==> src/rtl/ctrl_sequencer_pkg.sv <==
// Shared definitions for the control sequencer: opcode mnemonics, sequencer
// states, instruction field positions and decode helpers.
package ctrl_sequencer_pkg;

  typedef enum logic [3:0] {
    OP_ADD  = 4'h0,
    OP_SUB  = 4'h1,
    OP_LSH  = 4'h2,
    OP_RSH  = 4'h3,
    OP_MOV  = 4'h4,
    OP_XOR  = 4'h5,
    OP_AND  = 4'h6,
    OP_OR   = 4'h7,
    OP_BGE  = 4'h8,
    OP_BNE  = 4'h9,
    OP_RXOR = 4'hA,
    OP_BEQ  = 4'hB,
    OP_NOP  = 4'hC,
    OP_NOP1 = 4'hD,
    OP_NOP2 = 4'hE,
    OP_HLT  = 4'hF
  } op_mne;

  typedef enum logic [2:0] {
    S_IDLE,
    S_FETCH,
    S_EXEC,
    S_WB,
    S_HALT
  } seq_state_e;

  localparam int OPC_MSB = 8;
  localparam int OPC_LSB = 5;
  localparam int RA_MSB  = 4;
  localparam int RA_LSB  = 2;
  localparam int RB_MSB  = 1;
  localparam int RB_LSB  = 0;
  localparam int LUT_MSB = 4;

  function automatic logic is_branch(input logic [3:0] op);
    return (op == OP_BGE) || (op == OP_BNE) || (op == OP_BEQ);
  endfunction

  function automatic logic is_write(input logic [3:0] op);
    return (op <= OP_OR) || (op == OP_RXOR);
  endfunction

endpackage

==> src/rtl/ctrl_sequencer_branch_lut.sv <==
// Branch target table: maps the 5-bit immediate of a branch instruction to an
// absolute program address.
module ctrl_sequencer_branch_lut #(
  parameter int PCW = 10
) (
  input  logic [4:0]     idx_i,
  output logic [PCW-1:0] target_o
);

  always_comb begin
    target_o = '0;
    case (idx_i)
      5'd0:  target_o = PCW'(100);  5'd1:  target_o = PCW'(200);
      5'd2:  target_o = PCW'(300);  5'd3:  target_o = PCW'(20);
      5'd4:  target_o = PCW'(400);  5'd5:  target_o = PCW'(500);
      5'd6:  target_o = PCW'(600);  5'd7:  target_o = PCW'(700);
      5'd8:  target_o = PCW'(40);   5'd9:  target_o = PCW'(80);
      5'd10: target_o = PCW'(120);  5'd11: target_o = PCW'(160);
      5'd12: target_o = PCW'(240);  5'd13: target_o = PCW'(320);
      5'd14: target_o = PCW'(480);  5'd15: target_o = PCW'(640);
      5'd16: target_o = PCW'(1);    5'd17: target_o = PCW'(2);
      5'd18: target_o = PCW'(3);    5'd19: target_o = PCW'(1000);
      5'd20: target_o = PCW'(1020); 5'd21: target_o = PCW'(1023);
      5'd22: target_o = PCW'(512);  5'd23: target_o = PCW'(256);
      5'd24: target_o = PCW'(128);  5'd25: target_o = PCW'(64);
      5'd26: target_o = PCW'(32);   5'd27: target_o = PCW'(16);
      5'd28: target_o = PCW'(8);    5'd29: target_o = PCW'(4);
      5'd30: target_o = PCW'(2);    5'd31: target_o = PCW'(0);
      default: target_o = '0;
    endcase
  end

endmodule

==> src/rtl/ctrl_sequencer.sv <==
// Three-cycle-per-instruction control sequencer: FETCH presents the PC, EXEC
// decodes the returned word for the ALU, WB writes back and steps the PC.
module ctrl_sequencer
  import ctrl_sequencer_pkg::*;
#(
  parameter int PCW = 10,
  parameter int IW  = 9,
  parameter int RAW = 3,
  parameter int CW  = 16
) (
  input  logic           clk_i,
  input  logic           rstN_i,
  input  logic           start_i,
  input  logic [PCW-1:0] startAddr_i,
  input  logic [IW-1:0]  instIn_i,
  input  logic           branchFlag_i,
  output logic [PCW-1:0] instAddr_o,
  output logic [3:0]     aluOp_o,
  output logic [RAW-1:0] regAddrA_o,
  output logic [RAW-1:0] regAddrB_o,
  output logic [RAW-1:0] regWrAddr_o,
  output logic           regWrEn_o,
  output logic           busy_o,
  output logic           done_o,
  output logic [CW-1:0]  instCount_o
);

  seq_state_e     state_q, state_d;
  logic [PCW-1:0] pc_q, pc_d;
  logic [IW-1:0]  ir_q, ir_d;
  logic           flag_q, flag_d;
  logic [CW-1:0]  cnt_q, cnt_d;

  logic [IW-1:0]  curInst;
  logic [3:0]     opcode;
  logic [RAW-1:0] decA, decB, raField;
  logic [PCW-1:0] lutTarget;

  // The synchronous memory only returns the word during EXEC, so EXEC decodes
  // straight from the bus while WB replays the copy latched at the end of EXEC.
  assign curInst = (state_q == S_EXEC) ? instIn_i : ir_q;
  assign opcode  = curInst[OPC_MSB:OPC_LSB];
  assign raField = RAW'(curInst[RA_MSB:RA_LSB]);
  assign decA    = is_branch(opcode) ? '0 : raField;
  assign decB    = is_branch(opcode) ? RAW'(1) : RAW'(curInst[RB_MSB:RB_LSB]);

  ctrl_sequencer_branch_lut #(.PCW(PCW)) u_branch_lut (
    .idx_i    (ir_q[LUT_MSB:0]),
    .target_o (lutTarget)
  );

  assign instAddr_o  = pc_q;
  assign instCount_o = cnt_q;

  always_ff @(posedge clk_i or negedge rstN_i) begin
    if (!rstN_i) begin
      state_q <= S_IDLE;
      pc_q    <= '0;
      ir_q    <= '0;
      flag_q  <= 1'b0;
      cnt_q   <= '0;
    end else begin
      state_q <= state_d;
      pc_q    <= pc_d;
      ir_q    <= ir_d;
      flag_q  <= flag_d;
      cnt_q   <= cnt_d;
    end
  end

  always_comb begin
    state_d     = state_q;
    pc_d        = pc_q;
    ir_d        = ir_q;
    flag_d      = flag_q;
    cnt_d       = cnt_q;
    aluOp_o     = '0;
    regAddrA_o  = '0;
    regAddrB_o  = '0;
    regWrAddr_o = '0;
    regWrEn_o   = 1'b0;
    busy_o      = 1'b0;
    done_o      = 1'b0;

    unique case (state_q)
      S_IDLE, S_HALT: begin
        done_o = (state_q == S_HALT);
        if (start_i) begin
          pc_d    = startAddr_i;
          cnt_d   = '0;
          state_d = S_FETCH;
        end
      end
      S_FETCH: begin
        busy_o  = 1'b1;
        state_d = S_EXEC;
      end
      S_EXEC: begin
        busy_o     = 1'b1;
        aluOp_o    = opcode;
        regAddrA_o = decA;
        regAddrB_o = decB;
        ir_d       = instIn_i;
        flag_d     = branchFlag_i;
        state_d    = (opcode == OP_HLT) ? S_HALT : S_WB;
      end
      S_WB: begin
        busy_o      = 1'b1;
        aluOp_o     = opcode;
        regAddrA_o  = decA;
        regAddrB_o  = decB;
        regWrEn_o   = is_write(opcode);
        regWrAddr_o = is_write(opcode) ? raField : '0;
        pc_d        = (is_branch(opcode) && flag_q) ? lutTarget : pc_q + PCW'(1);
        cnt_d       = (&cnt_q) ? cnt_q : cnt_q + CW'(1);
        state_d     = S_FETCH;
      end
      default: state_d = S_IDLE;
    endcase
  end

endmodule

==> config.mk <==
export PLATFORM = sky130hd
export DESIGN_NAME = ctrl_sequencer
export DESIGN_NICKNAME = d
export VERILOG_FILES = /design/src/rtl/ctrl_sequencer_pkg.sv /design/src/rtl/ctrl_sequencer_branch_lut.sv /design/src/rtl/ctrl_sequencer.sv
export SDC_FILE = /design/constraint.sdc
export NUM_CORES = 1
export LEC_CHECK = 0
export BUFFER_PORTS_ARGS = -buffer_cell sky130_fd_sc_hd__buf_2
export CAP_MARGIN = 20
export CORE_MARGIN = 2
export CORE_UTILIZATION = 54
export DETAILED_ROUTE_END_ITERATION = 7
export PLACE_DENSITY = 0.91
export SLEW_MARGIN = 20
export SYNTH_ARGS = -nofsm -noshare
export SYNTH_HDL_FRONTEND = slang
export SYNTH_SLANG_ARGS = --single-unit
==> constraint.sdc <==
create_clock -name clk_i -period 2.7 [get_ports clk_i]
set_clock_uncertainty 0.2 [all_clocks]
set_input_delay 0.405 -clock clk_i [delete_from_list [all_inputs] [get_ports clk_i]]
set_output_delay 0.405 -clock clk_i [all_outputs]
set_load 0.03 [all_outputs]
==> impl_metrics.csv, run 1 <==
group,metric,value,unit
placed_design,dpl.cell_count,447,
clock_tree,cts_tree,"built",
layout,finalNetCount,426,
drt,viasPerCell,5.961,
layout,drive_gt1_frac,0.2684,
setup_path,worstReg2RegEnd,"instAddr_o[5]",
global_route,grt_pass1_vias,2638,
run,drv_cap,0,
synthesis,yosysTopAreaCellShare,0.3586,
setup_path,crit_chain,"nor3b_4 > mux2i_2 > a21o_1 > nand2_2 > nor2_1 > buf_4",
timing,worstMarginPinSlew,0.8875,ns
clock_tree,numCtsBuffers,5,
drt,drt-total-wl,7605,um
synthesis,syn_nets,355,
clock_tree,cts.clk_slew.worst_paths,0.08,ns
layout,area_delta_synth_final,21.84,%
synthesis,synthCells,323,
drt,vias,2754,
timing,finalCritPeriodShare,0.9631,
synthesis,synth_edf_count,0,
synthesis,synthArstFlopShare,1.000,
placed_design,dpl_worst_slack,0.2442,ns
global_route,use_met1,0.3345,
synthesis,synth_area_leaders,"dfrtp_1, mux2i_1, nor2_1",
global_route,antenna_found_initial,0,
power,total_power,4.014,mW
timing,setup_ws,0.09950,ns
clock_tree,root_buffer,"clkbuf_8",
timing,setup_tns,0,ns
power,ir_drop,783.3,uV
floorplanning,die_area,5624,um2
timing,slew_headroom,0.4083,
layout,antenna_cells,0,
setup_path,r2r-start,"state_q[2]",
floorplanning,initial_core_util,0.5686,
floorplanning,fp.coreArea,4786,um2
setup_path,required,2.10,ns
floorplanning,row_count,25,
global_route,grt_pass1_wl,11790,um
setup_path,arrival,2.00,ns
global_route,overflow,0,
synthesis,yosysSeqAreaShare,0.3586,
setup_path,cp_top_family,"simple AND/OR/NAND/NOR gates",
timing,min_period,2.600,ns
floorplanning,pin_count,65,
timing,drv_slew,0,
drt,drtPass1Iterations,5,
synthesis,yosysWarnings,0,
global_route,busiest_layer,"met2",
global_route,grt_max_degree,40,
drt,wl_per_cell,16.46,um
timing,fmax,384.5,MHz
clock_tree,clk_latency,0.29,ns
clock_tree,cts.sinks,39,
setup_path,crit_type,"reg -> out",
placed_design,gp_congestion,0.8813,
drt,drt_drc_violations_left,0,
floorplanning,die_h,74.99,um
power,leakagePower,1.582,nW
drt,ant_nets,0,
setup_path,cp_slowest_stage_delay,0.45,ns
clock_tree,cts_max_level,2,
synthesis,syn_area,2721,um2
global_route,grt_util_met2,0.4727,
timing,hold_viol_final,0,
setup_path,critPathBufInv,1,
setup_path,cp_max_fo,6,
setup_path,ff2ff_setup_slack,0.34,ns
layout,final_cells,462,
placed_design,portBuffers,63,
setup_path,end_kind,"output pin",
synthesis,yosysTopAreaCell,"dfrtp_1",
global_route,track_usage,0.2716,
drt,drt_iter0_drc,263,
setup_path,slowest_stage,"dfrtp_2",
synthesis,synth_cell_types,57,
timing,holdWs,0.03368,ns
clock_tree,clock_path_buffers,2,
timing,finalSetupViolCount,0,
min_path,hold_path.class,"in -> async",
synthesis,synth_ff_type,"dfrtp_1",
floorplanning,fp.dieW,74.99,um
run_status,status,"finished clean",
synthesis,synth_area_per_cell,8.425,um2
clock_tree,cts_hold_buf,0,
setup_path,reg2reg_depth,6,
global_route,use_met3,0.02677,
setup_path,critPathLaunchType,"flip-flop",
power,powerDensity,1211,nW/um2
placed_design,dpl.hpwl,5164,um
synthesis,ys_seq_elements,39,
[through the flow]
step	utilization	area [um2]
2_1_floorplan	-	2721
3_3_place_gp	0.6528	3124
3_5_place_dp	0.6528	3124
4_1_cts	0.6787	3248
5_1_grt	0.6928	3316
6_report	0.6928	3316
[layout by cell type, fill, tap and decap left out, types with 7 or more instances in the layout]
master,synthesis,final
buf_2,3,60
dfrtp_1,39,36
nor2_1,36,35
nand2_1,32,31
a21oi_1,21,21
buf_4,1,19
xnor2_1,15,15
inv_1,14,14
nand3_1,14,14
mux2i_1,15,12
nand2b_1,11,11
o21ai_0,11,11
nor3_1,10,10
ha_1,9,9
and3_1,7,7
clkbuf_8,0,7
[state kept, by name, indices dropped and copies added, names as in the netlist]
signal / cells
instCount_o: 16
instAddr_o: 10
ir_q: 9
state_q: 3
flag_q: 1
[per-layer routing]
layer  part of all wire  wire, um
met2               0.51      3875
met1               0.40      3076
met5                  0         0
met3              0.060       456
met4              0.026       196
[power by group]
| group | leakage, nW | switching, mW | internal, mW |
|---|---|---|---|
| Clock | 0.0505 | 0.210 | 0.232 |
| Combinational | 1.04 | 1.48 | 0.951 |
| Sequential | 0.491 | 0.353 | 0.784 |
| Total | 1.58 | 2.05 | 1.97 |
[final cells by class]
class | instances | area [um2]
multi-input combinational | 252 | 1637
fill | 359 | 1470
sequential | 39 | 979.7
timing repair buffer | 81 | 455.4
clock buffer | 7 | 96.34
tap | 67 | 83.83
inverter | 15 | 56.30
clock inverter | 1 | 7.507
[kinds of logic (layout without fill, tap and decap cells)]
logic type | Yosys count | in the layout | synth area share
AND/OR/NAND/NOR | 143 | 143 | 0.2727
AO/OA/AOI/OAI | 62 | 62 | 0.1476
flip-flops | 39 | 39 | 0.3586
buffers and inverters | 32 | 104 | 0.04965
XOR/XNOR | 19 | 19 | 0.06115
multiplexers | 18 | 18 | 0.06758
adder cells (fa/ha/maj) | 9 | 9 | 0.04138
other | 1 | 1 | 0.001378
[what timing repair did]
item	in CTS	in global routing
pin swaps	1	2
gates resized for setup	2	13
gates cloned	0	0
setup endpoints to repair	2	9
setup buffers	2	5
[synthesized netlist by cell type (5+ instances only)]
| cell | instances |
|---|---|
| nor2_1 | 36 |
| nor4_1 | 6 |
| nand4_1 | 5 |
| inv_1 | 14 |
| nand3_1 | 14 |
| a21oi_1 | 21 |
| nand2b_1 | 11 |
| dfrtp_1 | 39 |
| nor2b_1 | 6 |
| mux2i_1 | 15 |
| nand2_1 | 32 |
| and3_1 | 7 |
| xnor2_1 | 15 |
| clkbuf_1 | 11 |
| nor3_1 | 10 |
| ha_1 | 9 |
| o21ai_0 | 11 |
[worst max path at each step]
stage / start / end / slack [ns] / cells past startpoint
final: state_q[2] / regWrAddr_o[0] / 0.1 / 6
after global routing: state_q[2] / regAddrA_o[1] / -0.009 / 5
after CTS: state_q[0] / regWrAddr_o[2] / 0.04 / 6
after detailed placement: state_q[0] / instAddr_o[5] / 0.24 / 5
after global placement: state_q[0] / instAddr_o[5] / 0.36 / 5
after floorplan: state_q[0] / regWrAddr_o[2] / 0.26 / 6
(Power assumes the default switching activity.)
==> inputs of run 2 (changes only) <==
Clock period 2.7 ns to 2.4 ns, I/O delays scaled along.
==> run 2 against run 1 <==
  * The run now ends with hold timing, setup timing left
  * Core utilization is 2.0 points higher
  * Power is 16% higher
  * Clock power is 2% higher
  * Cell count is 1.7% higher
  * Via count is 2.8% higher
  * Setup slack worse by 0.30 ns
  * Register-to-register slack worse by 0.30 ns
  * Hold slack worse by 0.051 ns
  * Routed wire length is 2.5% higher
  * Final area is 2.9% higher
  * Critical endpoint unchanged
  * Largest cell class unchanged
==> impl_metrics.csv, run 2 (synthesis results as in run 1) <==
group,metric,value,unit
setup_path,crit_chain,"nor3b_4 > mux2i_1 > a21o_1 > nand2_2 > nor2_1 > buf_4",
drt,drtPass1Iterations,4,
floorplanning,die_h,74.99,um
global_route,grt_pass1_vias,2531,
run_status,status,"finished, violations left",
floorplanning,fp.coreArea,4786,um2
drt,drt-total-wl,7792,um
floorplanning,pin_count,65,
setup_path,ff2ff_setup_slack,0.04,ns
clock_tree,root_buffer,"clkbuf_8",
timing,slew_headroom,0.3938,
clock_tree,cts.clk_slew.worst_paths,0.08,ns
setup_path,reg2reg_depth,8,
run,drv_cap,0,
timing,hold_viol_final,38,
timing,drv_slew,0,
global_route,grt_max_degree,40,
setup_path,worstSetupEndpoint,"regWrAddr_o[0]",
layout,antenna_cells,0,
run_status,violations,"hold timing, setup timing",
setup_path,slowest_stage,"dfrtp_1",
setup_path,required,1.84,ns
placed_design,dpl.cell_count,453,
power,ir_drop,1036,uV
placed_design,gp_congestion,0.8983,
timing,setup_ws,-0.2001,ns
power,p_switching,2.364,mW
placed_design,dpl.hpwl,4986,um
global_route,antenna_found_initial,0,
clock_tree,cts_max_level,2,
layout,area_delta_synth_final,25.33,%
setup_path,end_kind,"output pin",
min_path,hold_path.class,"in -> async",
clock_tree,clock_path_buffers,2,
setup_path,crit_start,"state_q[0]",
layout,largest_reg_flops,16,
setup_path,critPathLaunchType,"flip-flop",
setup_path,r2r-start,"state_q[0]",
power,leakagePower,1.621,nW
setup_path,critPathBufInv,1,
setup_path,arrival,2.04,ns
power,p_int,2.295,mW
global_route,overflow,0,
timing,holdWs,-0.01739,ns
power,pwr-share-comb,0.639,
timing,finalSetupViolCount,10,
drt,drt_iter0_drc,298,
power,switching_share,0.5074,
setup_path,worstReg2RegEnd,"instAddr_o[6]",
drt,vias,2831,
floorplanning,initial_core_util,0.5686,
clock_tree,clk_latency,0.31,ns
global_route,track_usage,0.2754,
floorplanning,die_area,5624,um2
power,total_power,4.658,mW
power,seqPwrFrac,0.264,
placed_design,place_area,3169,um2
power,powerDensity,1366,nW/um2
drt,drt_drc_violations_left,0,
timing,finalCritPeriodShare,1.083,
clock_tree,cts_tree,"built",
floorplanning,fp.dieW,74.99,um
setup_path,cp_slowest_stage_delay,0.42,ns
drt,viasPerCell,6.023,
setup_path,crit_cells,6,
layout,finalNetCount,434,
setup_path,cp_max_fo,4,
layout,final_cells,470,
floorplanning,row_count,25,
timing,rsz0062_at_grt,"true",
power,p_clk_frac,0.097,
drt,ant_nets,0,
global_route,grt_pass1_wl,11810,um
layout,drive_gt1_frac,0.2804,
layout,final_cell_mix,"buf_2, dfrtp_1, nor2_1",
setup_path,crit_type,"reg -> out",
clock_tree,numCtsBuffers,5,
layout,fin_util,0.7127,
timing,min_period,2.600,ns
timing,fmax,384.6,MHz
layout,layout_commonest_cell,"buf_2",
timing,worstMarginPinSlew,0.9094,ns
setup_path,cp_top_family,"simple AND/OR/NAND/NOR gates",
clock_tree,cts.sinks,39,
placed_design,portBuffers,63,
layout,final_area,3411,um2
drt,wl_per_cell,16.58,um
run 2: changes by cell type in the layout (fill, tap and decap cells not counted), moves of 2 or more:
cell	before	now
buf_4	19	28
buf_6	0	6
buf_2	60	55
mux2i_2	3	0
clkbuf_8	7	5
dfrtp_1	36	38
dfrtp_2	3	1
mux2i_4	0	2
run 2: metrics by stage:
| stage | setup TNS [ns] | setup WS [ns] |
|---|---|---|
| after detailed placement | 0 | 0.07912 |
| after global routing | -1.717 | -0.2487 |
| after global placement | 0 | 0.1714 |
| final | -0.8896 | -0.2001 |
| after CTS | -0.03579 | -0.01664 |
| after floorplan | 0 | 0.009722 |
run 2: area by class of cell:
type,instances,area (um2)
tap,67,83.83
multi-input combinational,252,1655
clock inverter,2,12.51
fill,339,1375
inverter,15,56.30
timing repair buffer,89,553.0
clock buffer,6,72.57
sequential,39,977.2
run 2: worst min path at each step:
stage	endpoint	slack, ns	depth (start not counted)
after CTS	ir_q[4]	0.009	1
after detailed placement	ir_q[4]	0.33	1
after floorplan	flag_q	-0.14	0
after global placement	ir_q[6]	0.31	2
after global routing	ir_q[4]	0.04	1
final	ir_q[4]	-0.02	1
run 2: power by group through the flow:
stage,Clock (mW),Combinational [mW],Sequential [mW]
floorplan,0,1.79,1.31
global placement,0,2.56,1.19
detailed placement,0,2.64,1.21
CTS,0.451,2.75,1.20
global route,0.479,3.22,1.27
finish,0.451,2.98,1.23
run 2: worst register-to-register path: stages (launching register included):
cell	delay, ns
dfrtp_1	0.42
nor3b_4	0.35
buf_4	0.20
buf_6	0.11
and4bb_2	0.29
o21ai_2	0.11
buf_6	0.16
a211o_1	0.22
a31o_1	0.21
run 2: layer usage:
metal,track usage,wire [um],vias up
met3,0.04953,459,30
met1,0.3628,3191,1365
met4,0.1607,280,0
met2,0.4259,3860,141
met5,0,0,-
li1,-,-,1295
run 2: repair_timing:
action                                  CTS  global route
setup buffers                             6             4
hold buffers                              0             0
pin swaps                                 3             1
gates resized for setup                   5            26
endpoints found under the setup margin   11            21
